<file path="config.mk">
export PLATFORM = sky130hd
export DESIGN_NAME = alu_share_ctrl
export DESIGN_NICKNAME = d
export VERILOG_FILES = /design/src/rtl/alu_share_ctrl.sv
export SDC_FILE = /design/constraint.sdc
export NUM_CORES = 1
export LEC_CHECK = 0
export ABC_AREA = 1
export CORE_MARGIN = 1
export CORE_UTILIZATION = 44
export CTS_CLUSTER_SIZE = 12
export DETAILED_ROUTE_END_ITERATION = 7
export PLACE_DENSITY = 0.76
export SLEW_MARGIN = 10
export SYNTH_ARGS = -nofsm -noshare
export SYNTH_HDL_FRONTEND = slang
export SYNTH_SLANG_ARGS = --single-unit
export TNS_END_PERCENT = 50
</file>
<file path="constraint.sdc">
create_clock -name clk -period 2 [get_ports clk]
set_clock_uncertainty 0.2 [all_clocks]
set_input_delay 0.5 -clock clk [delete_from_list [all_inputs] [get_ports clk]]
set_output_delay 0.5 -clock clk [all_outputs]
set_load 0.02 [all_outputs]
</file>
<file path="src/rtl/alu_share_ctrl.sv">
// Two-requester shared ALU: round-robin grant, one-cycle execute, result held
// until the consumer takes it.
module alu_share_ctrl #(
    parameter int unsigned N = 4
) (
    input  logic         clk,
    input  logic         rst_n,
    input  logic         req0_valid,
    input  logic [2:0]   req0_op,
    input  logic [N-1:0] req0_a,
    input  logic [N-1:0] req0_b,
    output logic         req0_ready,
    input  logic         req1_valid,
    input  logic [2:0]   req1_op,
    input  logic [N-1:0] req1_a,
    input  logic [N-1:0] req1_b,
    output logic         req1_ready,
    output logic         rsp_valid,
    input  logic         rsp_ready,
    output logic         rsp_id,
    output logic [N-1:0] rsp_c,
    output logic [3:0]   rsp_flags,
    output logic         busy
);

    // state | meaning
    // IDLE  | waiting for a request, grants one requester
    // EXEC  | computing from captured operands
    // RESP  | result valid, holding until rsp_ready
    typedef enum logic [1:0] {IDLE, EXEC, RESP} state_t;

    state_t       state_q, state_d;
    logic         last_q, last_d;
    logic [2:0]   op_q, op_d;
    logic [N-1:0] a_q, a_d;
    logic [N-1:0] b_q, b_d;
    logic         id_q, id_d;
    logic [N-1:0] rsp_c_q, rsp_c_d;
    logic [3:0]   rsp_flags_q, rsp_flags_d;
    logic         rsp_id_q, rsp_id_d;

    logic         any_valid;
    logic         gnt1;
    logic [N:0]   sum;
    logic [N-1:0] res;
    logic         c_flag;
    logic         v_flag;

    // A tie goes to requester 1 only when requester 0 was granted last.
    assign any_valid = req0_valid | req1_valid;
    assign gnt1      = req1_valid & (~req0_valid | ~last_q);

    always_comb begin
        sum    = '0;
        res    = '0;
        c_flag = 1'b0;
        v_flag = 1'b0;
        case (op_q)
            3'b000: res = a_q & b_q;
            3'b001: res = a_q | b_q;
            3'b010: res = a_q ^ b_q;
            3'b011: begin
                sum    = {1'b0, a_q} + {1'b0, b_q};
                res    = sum[N-1:0];
                c_flag = sum[N];
                v_flag = (a_q[N-1] == b_q[N-1]) && (res[N-1] != a_q[N-1]);
            end
            3'b100: begin
                sum    = {1'b0, a_q} + {1'b0, ~b_q} + (N+1)'(1);
                res    = sum[N-1:0];
                c_flag = sum[N];
                v_flag = (a_q[N-1] != b_q[N-1]) && (res[N-1] != a_q[N-1]);
            end
            3'b101: res = ~a_q;
            3'b110: begin
                res    = {a_q[N-2:0], 1'b0};
                c_flag = a_q[N-1];
            end
            default: begin
                res    = {1'b0, a_q[N-1:1]};
                c_flag = a_q[0];
            end
        endcase
    end

    always_comb begin
        state_d     = state_q;
        last_d      = last_q;
        op_d        = op_q;
        a_d         = a_q;
        b_d         = b_q;
        id_d        = id_q;
        rsp_c_d     = rsp_c_q;
        rsp_flags_d = rsp_flags_q;
        rsp_id_d    = rsp_id_q;
        req0_ready  = 1'b0;
        req1_ready  = 1'b0;
        case (state_q)
            IDLE: begin
                if (any_valid) begin
                    req0_ready = ~gnt1;
                    req1_ready = gnt1;
                    op_d       = gnt1 ? req1_op : req0_op;
                    a_d        = gnt1 ? req1_a  : req0_a;
                    b_d        = gnt1 ? req1_b  : req0_b;
                    id_d       = gnt1;
                    last_d     = gnt1;
                    state_d    = EXEC;
                end
            end
            EXEC: begin
                rsp_c_d     = res;
                rsp_flags_d = {res[N-1], (res == '0), c_flag, v_flag};
                rsp_id_d    = id_q;
                state_d     = RESP;
            end
            RESP: begin
                if (rsp_ready) begin
                    state_d = IDLE;
                end
            end
            default: state_d = IDLE;
        endcase
        if (!rst_n) begin
            req0_ready = 1'b0;
            req1_ready = 1'b0;
        end
    end

    always_ff @(posedge clk) begin
        if (!rst_n) begin
            state_q     <= IDLE;
            last_q      <= 1'b1;
            op_q        <= '0;
            a_q         <= '0;
            b_q         <= '0;
            id_q        <= 1'b0;
            rsp_c_q     <= '0;
            rsp_flags_q <= '0;
            rsp_id_q    <= 1'b0;
        end else begin
            state_q     <= state_d;
            last_q      <= last_d;
            op_q        <= op_d;
            a_q         <= a_d;
            b_q         <= b_d;
            id_q        <= id_d;
            rsp_c_q     <= rsp_c_d;
            rsp_flags_q <= rsp_flags_d;
            rsp_id_q    <= rsp_id_d;
        end
    end

    assign rsp_valid = (state_q == RESP);
    assign busy      = (state_q != IDLE);
    assign rsp_c     = rsp_c_q;
    assign rsp_flags = rsp_flags_q;
    assign rsp_id    = rsp_id_q;

endmodule

</file>
Word level (Yosys, flattened, before mapping)
Index checks and enable logic that the tools add are counted.

Add/subtract/negate cells: 3. Equality and inequality tests: 14. Multiplexer cells: 15. Bitwise operators: 11. Reductions and logical operators: 9.

Operators by type and width (count): $pmux 4 s7 (1); $add 4x4->5 (2); $eq 3x3->1 const B (3); $mux 4 (2); $not 4->4 (2); $eq 3x2->1 const B (2); $mux 1 (6); $pmux 2 s3 (1); $add 5x1->5 const B (1); $and 4x4->4 (1); $logic_not 4->1 (1); $mux 2 (2); $or 4x4->4 (1); $pmux 1 s4 (1); $reduce_and 2->1 (2); $reduce_or 4->1 (1); $xor 4x4->4 (1); $eq 3x1->1 const B (1); $logic_not 3->1 (1); $mux 3 (1); $ne 1x1->1 (3); $not 1->1 (3); $eq 2x1->1 const B (1); $eq 2x2->1 const B (1); other kinds (9) (11).

Register bits after elaboration: 24. Bits of input ports: 27. Output and inout bits: 13. Logic and storage cells: 61.

Longest topological paths before layout
Word-level depth: 7. Gate-level depth with buffers: 13. Gate-level depth less buffers: 13.

Worst setup path before layout
No wires, ideal clock.

Path kind: register to register. Start point: register a_q[0]. End point: register rsp_flags_q[2], in the netlist rsp_flags[2]. Setup time: 0.070 ns. Data arrival time: 1.705 ns. Slack: 0.026 ns. Stages on the path, launching flop included: 11. Buffers on the path: 0. Clock period less this slack: 1.974 ns. Path through: dfxtp_1 inv_1 ha_1 fa_1 nand3b_1 nand2_1 nor2_1 nand2_1 a21oi_1 nand3_1 a21oi_1.

Longest elaborated chain between the ends: 4. Elaborated cells on any way between the ends: 9. Those cells by class: add/sub: 3; mux: 1; bitwise: 4; reduce/logical: 1.

RTL lines: start, declared (line 35) `logic [N-1:0] a_q, a_d;`; start signal, assigned (line 135) `a_q <= '0;`; start signal, assigned (line 145) `a_q <= a_d;`; $add 4x4->5 (line 69) `sum = {1'b0, a_q} + {1'b0, ~b_q} + (N+1)'(1);`; $add 5x1->5 (line 69); $pmux 4 s7 * (line 58) `case (op_q)`; $logic_not 4->1 * (line 113) `rsp_flags_d = {res[N-1], (res == '0), c_flag, v_flag};`; end signal, assigned (line 149) `rsp_flags_q <= rsp_flags_d;`; end, declared (line 39) `logic [3:0] rsp_flags_q, rsp_flags_d;`.

Mark *: on every way between the ends. The rest lies on a longest branch, timed or not. A chain may end at the register's enable or synchronous reset.

Worst setup path in the final report
Ends and elaborated chain as after synthesis.

==> results by stage <==
Run status:
- The flow ran to the end, but the final reports show violations.
- The final reports fail on negative setup slack.

Synth:
- The net count after synthesis is 287.
- The gate count after technology mapping is 246.
- The sequential share of the synthesized area is 29.09%.
- Synthesis inferred 23 register bits.
- In this run, distinct cell masters in the synthesized netlist total 25.
- The post-synthesis average cell area is 6.434 um2.
- The number of warnings printed during yosys synthesis is 0.
- In this run the cell area of the synthesized design comes to 0.001583 mm2.

Pwr:
- The power density over cell area is 611.6 mW/mm2.
- The net switching power is 0.0005199 W.
- The worst-case IR drop observed on VDD is 355.4 uV.
- Summed over all cells, the static leakage comes to 1.162 nW.
- The switching part of the total power is 37.77%.
- The part of the power in registers is 40.1%.
- Of the total power, the clock network draws 16.0%.
- The share of total power dissipated in combinational logic is 43.9%.
- The internal power of the cells totals 0.0008567 W.

Global route:
- The initial antenna violation count is 0.
- The maximum number of pins on one net before global-route repair is 17.
- The global-route wire length before repair is 6810 um.
- The via count of the first global-routing pass is 1510.
- The overall overflow remaining after global route is 0.
- Global routing used 23.74% of the available tracks across all layers.

Detailed routing:
- The detailed router finished its first iteration with 57 violations.
- Using the TritonRoute via totals, the vias-per-cell ratio works out to 5.000.
- The detail route stage leaves a number of antenna-violating nets equal to 0.
- The routed layout has 1750 vias.
- The routed length per instance is 11.91 um.
- The routed design has 4170 um of wire.
- The number of optimization iterations in the first detailed-route pass is 4.
- The number of remaining DRC errors is 0.

Worst hold path:
- The worst min-delay path startpoint is id_q.
- The worst hold path passes through 2 cells.
- The class of the most critical hold timing path is flip-flop to flip-flop.
- The path with the worst hold slack has its endpoint at id_q.

Run:
- Across the run, the number of max-cap violations was 0.

Placement:
- The placed wire-length estimate is 3210 um.
- The worst setup timing slack at the placement stage is -0.6656 ns.
- The number of buffers inserted by port buffering is 39.
- Summing all placed instances gives a cell area of 0.002136 mm2.
- The routability congestion estimate is 0.9310.

Critical path:
- The critical-path maximum fanout is 3.
- STA classifies the critical path endpoint as a flip-flop.
- On the worst path, the slowest cell contributes a delay of 0.51 ns.
- The cell with the largest stage delay on the worst path is sky130_fd_sc_hd__fa_2.
- The critical path's most frequent cell is sky130_fd_sc_hd__nand2_1.
- Measured in cells, the most critical reg-to-reg path has a length of 10.
- The worst setup path is launched from a flip-flop.
- At the worst endpoint, the required time is 2.06 ns.
- STA puts the critical path data arrival time at 2.13 ns.
- Tracing the worst setup path back leads to its startpoint at a_q[0].
- The signal on the critical path passes through inv_2, ha_4, fa_2, nand3b_1, nand2_1, nor2_1, nand2_1, a21oi_2, nand3_1, a21oi_1.
- The critical register-to-register path startpoint is a_q[0].
- The endpoint of the worst-slack reg-to-reg timing path is rsp_flags[2].
- The worst register-to-register path has a setup slack of -0.07 ns.
- The setup path with the least slack is of type flip-flop to flip-flop.

Timing:
- The final period demand of the worst path is 2.071 ns.
- The final worst-path setup slack is -0.07081 ns.
- For this run, the top clock speed supported by timing is 482.9 MHz.
- Setup repair after global routing could not meet its margin everywhere.
- For the pin with the worst max-slew slack, the measured transition is 0.2796 ns.
- The final hold slack is 0.2802 ns.
- The number of hold violations in the final report is 0.
- The final setup violation count is 5.
- The max-slew headroom at the worst pin is 81.12%.
- The number of max-slew violations in the final report is 0.
- Dividing the final minimum period by the clock period gives 103.5%.

Clocking:
- The clock passes through at most 2 buffers.
- The clock latency on the worst-skew pair is 0.32 ns.
- The tree built by TritonCTS fans out to 23 sinks.
- The depth of the CTS H-tree is 1.
- The TritonCTS clock tree is yes.
- The total CTS buffers is 3.
- Clock-pin slew was measured on the worst setup and hold paths at 0.13 ns.
- The root buffer cell is sky130_fd_sc_hd__clkbuf_4.

Floorplanning:
- The core area is 0.003390 mm2.
- The starting utilization of the core area is 46.70%.
- The x dimension of the die is 61.98 um.
- In this run the count of I/O pins placed on the die edge is 40.
- The initialized floorplan defines 21 standard-cell rows.
- The area of the die is 0.003841 mm2.
- The y dimension of the die is 61.98 um.

Layout:
- The area growth from synthesis to layout is 42.21%.
- The most common library cell in the layout ignoring fill and taps is sky130_fd_sc_hd__nand2_1.
- The finished layout cell area is 0.002251 mm2.
- In the final layout, the share of cells above drive strength 1 is 17.43%.
- The fill cell total of the finished layout is 314.
- The number of diodes added for antenna fixing is 0.
- In the layout the commonest cells are sky130_fd_sc_hd__nand2_1 (68), sky130_fd_sc_hd__nor2_1 (29), sky130_fd_sc_hd__inv_1 (25).
- In the final layout, flip-flops and latches occupy 467.9 um2.
- The final-stage net count is 346.
- Summing all multi-input logic gate instances after layout gives 0.001015 mm2.
- At the end of the flow the core is filled with cells to 66.41%.
[cell usage after synthesis]
master	instances	area (um2)
sky130_fd_sc_hd__buf_4	4	30.03
sky130_fd_sc_hd__clkbuf_1	1	3.750
sky130_fd_sc_hd__clkinv_1	3	11.26
sky130_fd_sc_hd__o311ai_0	1	8.760
sky130_fd_sc_hd__dfxtp_1	23	460.4
sky130_fd_sc_hd__inv_2	2	7.510
sky130_fd_sc_hd__o21ai_0	10	50.05
sky130_fd_sc_hd__ha_1	12	150.1
sky130_fd_sc_hd__a31oi_1	10	62.56
sky130_fd_sc_hd__clkbuf_8	1	13.76
sky130_fd_sc_hd__o21ai_1	1	5.000
sky130_fd_sc_hd__nand3_1	21	105.1
sky130_fd_sc_hd__xor2_1	1	8.760
sky130_fd_sc_hd__o211ai_1	1	7.510
sky130_fd_sc_hd__a21oi_1	11	55.05
sky130_fd_sc_hd__nor3_1	1	5.000
sky130_fd_sc_hd__nand2_1	69	259.0
sky130_fd_sc_hd__buf_2	1	5.000
sky130_fd_sc_hd__nor2_2	1	6.260
sky130_fd_sc_hd__nand3b_1	1	7.510
sky130_fd_sc_hd__nor2_1	34	127.6
sky130_fd_sc_hd__inv_1	27	101.4
sky130_fd_sc_hd__fa_1	2	40.04
sky130_fd_sc_hd__nand4_1	7	43.79
sky130_fd_sc_hd__a21boi_0	1	7.510
[worst max-delay path, delay by kind of cell (launching register included)]
kind	cells	cell delay (ns)
flops	1	0.37
fa+ha+maj	2	0.66
compound gates	2	0.29
buf+inv	1	0.06
simple gates	5	0.43
[cell type report]
class                           count  area share (%)
Clock buffer                        3           1.001
Multi-Input combinational cell    184           45.08
Timing Repair Buffer               61           24.96
Inverter                           32           5.392
Tap cell                           46           2.557
Clock inverter                      1          0.2223
Sequential cell                    23           20.79
[power groups by stage]
stage                     logic, W  clock network, W  registers, W
after floorplan           0.000307                 0      0.000574
after global placement    0.000557                 0      0.000555
after detailed placement  0.000563                 0      0.000557
after CTS                 0.000567          0.000223      0.000549
after global routing      0.000674          0.000243      0.000560
final                     0.000604          0.000220      0.000552
[timing repair]
action                                  CTS  global route
hold buffers                              0             0
setup buffers                             0             1
endpoints found under the setup margin    9            18
pin swaps                                 4             6
resized for setup                        24            31
[state kept, by name, indices dropped and copies added, names as in the netlist]
signal / flops
state_q: 2
a_q: 4
last_q: 1
rsp_flags: 3
rsp_c: 4
rsp_id: 1
b_q: 4
id_q: 1
op_q: 3
[cells by family after synthesis]
kind of cell	share of synthesized area [%]
AO/OA/AOI/OAI	12.41
XOR/XNOR	0.5535
adder cells (fa/ha/maj)	12.02
buffers and inverters	10.91
flip-flops	29.09
AND/OR/NAND/NOR	35.02
[metrics by stage]
stage / power, W / TNS [ns] / std cells
2_1_floorplan: 0.0008806 / 0 / 246
3_3_place_gp: 0.001111 / -1.520 / 345
3_5_place_dp: 0.001120 / -1.591 / 345
4_1_cts: 0.001339 / -0.2806 / 349
5_1_grt: 0.001477 / -0.7058 / 350
6_report: 0.001377 / -0.2313 / 350
[per-layer routing]
metal	vias up	part of all wire (%)	track usage (%)
met4	0	1.1	6.032
met5	-	0	0
met2	55	47	37.84
met1	778	47	34.47
met3	4	4.8	1.863
li1	913	-	-
[worst max path at each step]
stage | slack [ns] | endpoint | cells past startpoint
final | -0.07 | rsp_flags[2] | 10
after global routing | -0.17 | rsp_flags[2] | 10
after CTS | -0.11 | rsp_flags[2] | 12
after detailed placement | -0.67 | req1_ready | 7
after global placement | -0.66 | req1_ready | 6
after floorplan | 0.03 | rsp_flags[2] | 10
(Power assumes the default switching activity.)
